[src/rtl/ucode_sequencer.sv]
// Microcode sequencer: dispatches 16-bit instructions into a synchronous
// microcode ROM, steps the micro-PC and emits one substituted control word
// per micro-op on a valid/stall interface.
module ucode_sequencer #(
  parameter int unsigned INSTR_W = 16,
  parameter int unsigned UADDR_W = 7,
  parameter int unsigned SLOT_W  = 3
) (
  input  logic               clk,
  input  logic               rst_n,
  input  logic [INSTR_W-1:0] instr_data,
  input  logic               instr_valid,
  output logic               instr_ready,
  input  logic               stall,
  input  logic               flush,
  output logic [UADDR_W-1:0] ucode_addr,
  output logic               ucode_en,
  input  logic [34:0]        ucode_data,
  output logic [31:0]        control_signals,
  output logic               ctrl_valid,
  output logic [7:0]         imm8,
  output logic               busy,
  output logic               seq_err
);

  localparam int unsigned OPC_W  = UADDR_W - SLOT_W;
  localparam int unsigned CTRL_W = 32;
  localparam int unsigned IR_W   = 12;   // only low fields are ever used

  typedef enum logic {
    S_IDLE = 1'b0,
    S_EXEC = 1'b1
  } state_e;

  state_e               state_q, state_d;
  logic [UADDR_W-1:0]   upc_q, upc_d;
  logic [IR_W-1:0]      instr_reg_q, instr_reg_d;
  logic                 seq_err_q, seq_err_d;

  logic [OPC_W-1:0]     opcode;
  logic [UADDR_W-1:0]   disp_addr;
  logic                 uop_last;
  logic                 uop_sub_a;
  logic                 uop_sub_b;
  logic                 slot_end;
  logic                 accept;
  logic [CTRL_W-1:0]    ctrl_sub;

  assign opcode    = instr_data[INSTR_W-1 -: OPC_W];
  assign disp_addr = {opcode, {SLOT_W{1'b0}}};
  assign uop_last  = ucode_data[34];
  assign uop_sub_a = ucode_data[33];
  assign uop_sub_b = ucode_data[32];
  assign slot_end  = &upc_q[SLOT_W-1:0];

  // Next-state, micro-PC sequencing and same-cycle handshake outputs
  always_comb begin
    state_d     = state_q;
    upc_d       = upc_q;
    instr_reg_d = instr_reg_q;
    seq_err_d   = seq_err_q;
    instr_ready = 1'b0;
    ucode_en    = 1'b0;
    ucode_addr  = upc_q;
    ctrl_valid  = 1'b0;
    accept      = 1'b0;

    case (state_q)
      S_IDLE: begin
        // rst_n gate keeps the handshake quiet while reset is held
        instr_ready = rst_n && !flush;
      end
      S_EXEC: begin
        ctrl_valid = !flush;
        if (flush) begin
          state_d = S_IDLE;
        end else if (!stall) begin
          if (uop_last) begin
            instr_ready = 1'b1;
            if (!instr_valid) state_d = S_IDLE;
          end else if (slot_end) begin
            // Sequence ran off the end of its slot: stop rather than wrap
            seq_err_d = 1'b1;
            state_d   = S_IDLE;
          end else begin
            ucode_addr = upc_q + UADDR_W'(1);
            ucode_en   = 1'b1;
            upc_d      = upc_q + UADDR_W'(1);
          end
        end
      end
      default: begin
        state_d = S_IDLE;
      end
    endcase

    // Dispatch is identical from IDLE and from a chained last retire
    accept = instr_valid && instr_ready;
    if (accept) begin
      ucode_addr  = disp_addr;
      ucode_en    = 1'b1;
      upc_d       = disp_addr;
      instr_reg_d = instr_data[IR_W-1:0];
      state_d     = S_EXEC;
    end
  end

  // Register field substitution into the ROM control word
  always_comb begin
    ctrl_sub = ucode_data[CTRL_W-1:0];
    if (uop_sub_a) begin
      ctrl_sub[27:25] = instr_reg_q[11:9];
      ctrl_sub[16:14] = instr_reg_q[11:9];
    end
    if (uop_sub_b) begin
      ctrl_sub[24:22] = instr_reg_q[8:6];
      ctrl_sub[11:9]  = instr_reg_q[8:6];
    end
    control_signals = ctrl_valid ? ctrl_sub : '0;
  end

  assign imm8    = instr_reg_q[7:0];
  assign busy    = (state_q == S_EXEC);
  assign seq_err = seq_err_q;

  // State, micro-PC, instruction register and sticky overrun flag
  always_ff @(posedge clk or negedge rst_n) begin
    if (!rst_n) begin
      state_q     <= S_IDLE;
      upc_q       <= '0;
      instr_reg_q <= '0;
      seq_err_q   <= 1'b0;
    end else begin
      state_q     <= state_d;
      upc_q       <= upc_d;
      instr_reg_q <= instr_reg_d;
      seq_err_q   <= seq_err_d;
    end
  end

endmodule

[config.mk]
export PLATFORM = sky130hd
export DESIGN_NAME = ucode_sequencer
export DESIGN_NICKNAME = d
export VERILOG_FILES = /design/src/rtl/ucode_sequencer.sv
export SDC_FILE = /design/constraint.sdc
export NUM_CORES = 1
export LEC_CHECK = 0
export BUFFER_PORTS_ARGS = -buffer_cell sky130_fd_sc_hd__buf_2
export CAP_MARGIN = 15
export CORE_MARGIN = 2
export CORE_UTILIZATION = 40
export CTS_BUF_LIST = sky130_fd_sc_hd__clkbuf_2 sky130_fd_sc_hd__clkbuf_4 sky130_fd_sc_hd__clkbuf_8
export DETAILED_ROUTE_END_ITERATION = 10
export HOLD_SLACK_MARGIN = 0.15
export PLACE_DENSITY_LB_ADDON = 0.1
export RECOVER_POWER = 50
export SLEW_MARGIN = 20
export SYNTH_ARGS = -nofsm -noshare
export SYNTH_HDL_FRONTEND = slang
export SYNTH_SLANG_ARGS = --single-unit
[constraint.sdc]
create_clock -name clk -period 3.4 [get_ports clk]
set_clock_uncertainty 0.15 [all_clocks]
set_input_delay 0.68 -clock clk [delete_from_list [all_inputs] [get_ports clk]]
set_output_delay 0.68 -clock clk [all_outputs]
set_load 0.005 [all_outputs]
-- Word-level counts from Yosys, hierarchy flattened
Index checks and enable logic that the tools add are counted.
- bits in writable memories: 0
- output and inout bits: 52
- memory bits (read-only): 0
- bits in latches: 0
- bits of input ports: 56
- word-level logic and storage cells: 42
- memories: 0
- bits in registers: 21
- bitwise gates (word level): 4
- $add $sub $neg: 1
- muxes and demuxes: 28
- reduce and logical (&&, ||, !) cells: 5
- multipliers: 0
- $lt $le $gt $ge: 0
- divide/modulo/power cells: 0
- shift operators: 0
- equal/unequal tests: 0
- operator list (operator ; count):
    7-bit two-way mux ; 6
    32-bit two-way mux ; 1
    1-bit two-way mux ; 16
    3-bit two-way mux ; 4
    7-bit by 1-bit adder with 7-bit output (second input constant) ; 1
    7-bit AND reduction ; 1
    1-bit inverter ; 4
    3-bit AND reduction ; 1
    1-bit logical AND ; 2
    1-bit case mux with 2 select lines ; 1
    1-bit zero test ; 1

-- Depth between registers and ports, before layout
Gate-level depths: netlist of the first run.
- depth after elaboration: 7
- depth in mapped cells: 5
- gate-level depth less buffers: 4

-- Worst setup path before layout of the first run
Ideal clock, no wire load.
- path kind: input to output
- start: in flush
- end: out ucode_addr[4]
- stages on the path: 5
- buffers on the path: 2
- arrival: 2.048 ns
- data required time: 2.570 ns
- slack: 0.522 ns
- cells stage by stage: or3b_2 -> buf_2 -> a21oi_4 -> buf_6 -> mux2_2
- word-level cells in the longest chain between the ends: 5
- elaborated cells on any way between the ends: 8
- those cells by class: mux (5); reduce/logical (3)
- ends and longest elaborated chain (item ; line ; text):
    from (decl) ; 15 ; input logic flush,
    1-bit zero test ; 71 ; instr_ready = rst_n && !flush;
    1-bit logical AND ; 71 ;
    1-bit case mux with 2 select lines ; 68 ; case (state_q)
    1-bit logical AND ; 98 ; accept = instr_valid && instr_ready;
    7-bit two-way mux (*) ; 99 ; if (accept) begin
    to (decl) ; 16 ; output logic [UADDR_W-1:0] ucode_addr,
Mark *: on every way between the ends. The rest lies on a longest branch, timed or not.

-- Worst setup path after layout of the first run
- start: in flush
- end: out ucode_addr[6]
Same word-level chain as after synthesis.

==> out/metrics.cfg, run 1 <==
[status]
status=complete, no violations

[route]
drt_iter0_markers=51
postRouteAntennaNets=0
num_vias=1350
wl_per_cell_um=12.5
drc=0
via_per_inst=4.82
drt_first_pass_iters=4
wirelength_mm=3.51

[sta]
fin_tns_setup_ps=0
hold_violations=0
slew_violations=0
grt_setup_unrepaired=no
final-setup-viol-count=0
timing.final.crit_period_ps=3110
worst_slew_pin_slew_ps=1110
slew_headroom_pct=26.0
fin_crit_sh_pct=91.4
fmax_mhz=322

[synthesis]
async_flop_share_pct=100
synthFlopType=dfrtp_1
synth_nets=193
synthTopCellsByArea=dfrtp_1, mux2_2, and2_1, nand2b_1, a21oi_1
synth_area_um2=1300
yosysWarnings=0
syn-instance-count=136
yosysTopAreaCellShare_pct=40.3
ys_ff_latch=21
yosysTopAreaCell=dfrtp_1
avgSynthCellArea_um2=9.58
synth_edf_count=0
ys_types=28
yosysSeqAreaShare_pct=40.3

[cts]
cts-root-buf=clkbuf_4
cts-resized-gates=0
cts_sinks=21
cts_inserted_buffers=3
cts_setup_buffers=0
clk_latency_ps=310
cts_tree=yes
clkTransAtPathRegs_ps=110
htree_levels=1
ctsHoldBuffers=0
cts_buffer_depth=2

[power_and_ir_drop]
irDropWorstVdd_mv=0.314
p_leak_uw=0.00101
fin_total_pwr_uw=644
power_density_nw_per_um2=352

[floorplanning]
die_area_um2=3730
die_height_um=61.1
rows=20
io_pins=108
fp.dieW_um=61.1
core_um2=3080
start_util_pct=42.3

[critical_path]
crit_type=in -> out
path_max_fanout=6
critical_path_required_ps=2570
crit_arrival_ps=2280
cpMaxStageDelayCell=or3b_2
cpLargestDelayFamily=simple AND/OR/NAND/NOR gates
slowest_delay_ps=540
cp-end-kind=output pin
cp-start-kind=primary input
critical_path_buf_inv_count=2
crit_chain=clkbuf_1 -> or3b_2 -> a21oi_1 -> mux2_2 -> buf_2

[hold_path]
hold_class=reg -> reg

[final_layout]
antenna_cells=0
areaGrowthSynthToFinish_pct=40.5
design_area_um2=1830
drive_gt1_share_pct=52.5
stdcell_count=280
layout.nets=294

[placement]
gp_congestion=0.831
port-buffer-count=107
place_inst=276
post_dp_cell_area_um2=1820
hpwl_mm=2.97

[job]
drv_cap=0

[global_routing]
antenna_found_initial=0
grtUsageTotal_pct=17.8
first_global_vias=1120
grt_pass1_wl_mm=4.89
overflow=0
grt_max_degree=22

==> final cells by class <==
class	instances	area, µm²
clock inverters	1	7.51
clock buffers	3	22.5
fillers	295	1250
inverters	3	11.3
flip-flops and latches	21	526
well taps	44	55.1
multi-input cells	98	662
repair buffers	110	547
==> layer usage <==
layer,track usage (%),up-vias,part of all wire (%),wire (µm)
met2,33.7,60,53,1860
met4,6.52,0,1.3,46
met3,1.47,6,8.4,296
met1,20.7,623,37,1300
li1,-,661,-,-
met5,0,-,0,0
==> cell usage in the layout, fill, tap and decap left out, types with 2 or more instances in the layout <==
cell type,n
buf_2,104
and2_1,21
dfrtp_1,21
a21oi_1,17
mux2_2,14
nand2b_1,13
nand2_1,9
o21ai_0,5
clkbuf_1,5
inv_1,3
clkbuf_4,3
a21o_1,2
a211oi_1,2
a31oi_1,2
or3_1,2
==> cell usage after synthesis (2+ instances only) <==
library cell and count:
a31oi_1 2, a211oi_1 2, and2_1 21, or3_1 2
clkbuf_1 3, mux2_2 14, a21oi_1 16, nand2_1 9
buf_2 2, nand2b_1 13, buf_4 8, dfrtp_1 21
a21o_1 2, inv_1 3, o21ai_0 5
==> stage by stage <==
| stage | hold slack, ps | util [%] | setup slack, ps |
|---|---|---|---|
| global placement | 298 | 59.2 | 370 |
| finish | 335 | 59.5 | 291 |
| detailed placement | 307 | 59.2 | 357 |
| floorplan | 234 | - | 522 |
| global route | 359 | 59.5 | 161 |
| CTS | 205 | 60.2 | 350 |
==> path summary, 6_finish.rpt <==
kind	startpoint	end	slack, ps	cells after the start
setup / recovery	flush	ucode_addr[6]	290	5
hold / removal	seq_err	seq_err	340	1
setup reg to reg	busy	instr_reg_q[5]	1100	4
hold reg to reg	seq_err	seq_err	340	1
max in group asynchronous	rst_n	instr_reg_q[5]	1880	2
min in group asynchronous	rst_n	upc_q[1]	550	2
==> registers in the layout, summed over array words and instances (netlist names) <==
register / count
seq_err: 1
upc_q: 7
instr_reg_q: 12
busy: 1
==> kinds of logic (layout without fill, tap and decap cells) <==
family,after synthesis,count (layout),share of synthesized area [%]
mux,14,14,12.1
flops,21,21,40.3
fa+ha+maj,1,1,0.960
buf+inv,17,117,7.97
compound gates,30,30,13.8
simple gates,53,53,24.8
==> report_power, final <==
part | leakage [µW] | switching [µW] | internal, µW | total (µW)
registers | 0.000256 | 29.6 | 300 | 330
clock network | 0.0000139 | 77.4 | 44.9 | 122
logic | 0.000738 | 81.5 | 111 | 193
Note: power is estimated with default switching activity, not from simulation.
==> run 2, diff against run 1 <==
- CTS_BUF_LIST: sky130_fd_sc_hd__clkbuf_2 sky130_fd_sc_hd__clkbuf_4 sky130_fd_sc_hd__clkbuf_8 -> unset
- MAX_ROUTING_LAYER: unset -> met4
- clock period: 3.4 -> 3.7 ns (I/O delays scaled with it)
==> run 2 against run 1 <==
Register-to-register slack better by 220 ps. Cell area unchanged. Final cell count shrank 0.36%. Critical endpoint is now ucode_addr[2]. Largest cell class unchanged. Largest power group unchanged.
==> out/metrics.cfg, run 2 (synthesis results as in run 1) <==
[status]
status=complete, no violations  ; unchanged

[route]
wl_per_cell_um=12.6  ; was 12.5 µm
postRouteAntennaNets=0  ; unchanged
drc=0  ; unchanged
num_vias=1316  ; was 1350
via_per_inst=4.72  ; was 4.82
wirelength_mm=3.51  ; about the same
drt_first_pass_iters=4  ; unchanged
drt_iter0_markers=72  ; was 51

[critical_path]
crit_chain=clkbuf_1 -> or3b_2 -> a21oi_4 -> clkbuf_1 -> nor2_1 -> buf_2  ; was clkbuf_1 -> or3b_2 -> a21oi_1 -> mux2_2 -> buf_2
critical_path_required_ps=2810  ; was 2570 ps
path_max_fanout=10  ; was 6
cpLargestDelayFamily=simple AND/OR/NAND/NOR gates  ; unchanged
critical_path_buf_inv_count=3  ; was 2
slowest_delay_ps=570  ; was 540 ps
crit_arrival_ps=2430  ; was 2280 ps
rrSetupSlack_ps=1320  ; was 1100 ps
crit_top_cell=clkbuf_1
cp-end-kind=output pin  ; unchanged
cpMaxStageDelayCell=or3b_2  ; unchanged
crit_type=in -> out  ; unchanged
cp-start-kind=primary input  ; unchanged

[cts]
cts_inserted_buffers=3  ; unchanged
ctsHoldBuffers=0  ; unchanged
clk_latency_ps=310  ; about the same
htree_levels=1  ; unchanged
cts-root-buf=clkbuf_4  ; unchanged
cts-resized-gates=0  ; unchanged
clkTransAtPathRegs_ps=120  ; was 110 ps
cts_tree=yes  ; unchanged
cts_buffer_depth=2  ; unchanged
cts_setup_buffers=0  ; unchanged
cts_sinks=21  ; unchanged

[final_layout]
reg_top3=instr_reg_q: 12 flops, upc_q: 7 flops  ; unchanged
layout.nets=293  ; was 294
final_common_cell=buf_2  ; unchanged
largest_register_ffs=12  ; unchanged
drive_gt1_share_pct=52.3  ; was 52.5%
utilization_pct=59.5  ; unchanged
final_cell_mix=buf_2, and2_1, dfrtp_1, a21oi_1, mux2_2  ; unchanged
top_register=instr_reg_q  ; unchanged
antenna_cells=0  ; unchanged
areaGrowthSynthToFinish_pct=40.5  ; unchanged

[sta]
grt_setup_unrepaired=no  ; unchanged
slew_headroom_pct=27.5  ; was 26.0%
layout_setup_ws_ps=382  ; was 291 ps
final-setup-viol-count=0  ; unchanged
timing.final.crit_period_ps=3320
fmax_mhz=301
fin_tns_setup_ps=0  ; unchanged
worst_slew_pin_slew_ps=1090  ; was 1110 ps
fin_crit_sh_pct=89.7
slew_violations=0  ; unchanged
hold_violations=0  ; unchanged

[power_and_ir_drop]
irDropWorstVdd_mv=0.298  ; was 0.314 mV
p_leak_uw=0.00100  ; was 0.00101 µW
clkPwrFrac_pct=18.9  ; was 19.0%
internal_power_uw=418  ; was 456 µW
fin_total_pwr_uw=594  ; was 644 µW
p_sw_uw=176  ; was 189 µW
seq_power_share_pct=50.8  ; was 51.2%
power_density_nw_per_um2=324  ; was 352 nW/µm²
switching_share_pct=29.6  ; was 29.2%
p_comb_share_pct=30.2  ; was 29.9%

[placement]
gp_congestion=0.807  ; was 0.831
place_ws_ps=430  ; was 357 ps
port-buffer-count=107  ; unchanged
hpwl_mm=2.93  ; was 2.97 mm

[global_routing]
busiest_layer=met2  ; unchanged
met2_usage_pct=33.4  ; was 33.7%
grtUsageTotal_pct=18.2  ; was 17.8%
grt_max_degree=22  ; unchanged
first_global_vias=1167  ; was 1120
grt_pass1_wl_mm=4.93  ; was 4.89 mm
met3_usage_pct=1.68  ; was 1.47%
overflow=0  ; unchanged
antenna_found_initial=0  ; unchanged
met1_usage_pct=20.2  ; was 20.7%

[floorplanning]
fp.dieW_um=61.1  ; unchanged
die_height_um=61.1  ; unchanged
io_pins=108  ; unchanged
core_um2=3080  ; unchanged
die_area_um2=3730  ; unchanged
rows=20  ; unchanged
start_util_pct=42.3  ; unchanged

[job]
drv_cap=0  ; unchanged

[hold_path]
hold_class=reg -> reg  ; unchanged

-- run 2: path summary, 6_finish.rpt --
path / startpoint / end / cells past startpoint
hold reg to reg: seq_err / seq_err / 1
min in group asynchronous: rst_n / busy / 2
hold / removal: seq_err / seq_err / 1
max in group asynchronous: rst_n / instr_reg_q[1] / 2
setup reg to reg: busy / instr_reg_q[0] / 4
setup / recovery: flush / ucode_addr[2] / 6
-- run 2: power by group through the flow --
stage,Sequential [µW],Clock (µW),Combinational [µW]
after floorplan,299,0,123
after global placement,306,0,180
after detailed placement,308,0,184
after CTS,303,115,184
after global routing,308,123,201
final,302,112,180
-- run 2: routing by layer --
metal	up-vias	wire (µm)
met5	-	0
met4	0	51
met1	586	1350
met3	6	301
li1	660	-
met2	64	1810
-- run 2: layout make-up --
| type | count | area, µm² |
|---|---|---|
| clock buffers | 3 | 22.5 |
| clock inverters | 1 | 5.00 |
| fillers | 287 | 1250 |
| inverters | 3 | 11.3 |
| multi-input cells | 98 | 673 |
| flip-flops and latches | 21 | 526 |
| well taps | 44 | 55.1 |
| repair buffers | 109 | 538 |
-- run 2: per-stage QoR --
| step | cell area, µm² | cells | hold slack [ps] |
|---|---|---|---|
| 2_1_floorplan | 1300 | 136 | 294 |
| 3_3_place_gp | 1820 | 275 | 299 |
| 3_5_place_dp | 1820 | 275 | 301 |
| 4_1_cts | 1840 | 279 | 265 |
| 5_1_grt | 1830 | 279 | 352 |
| 6_report | 1830 | 279 | 326 |
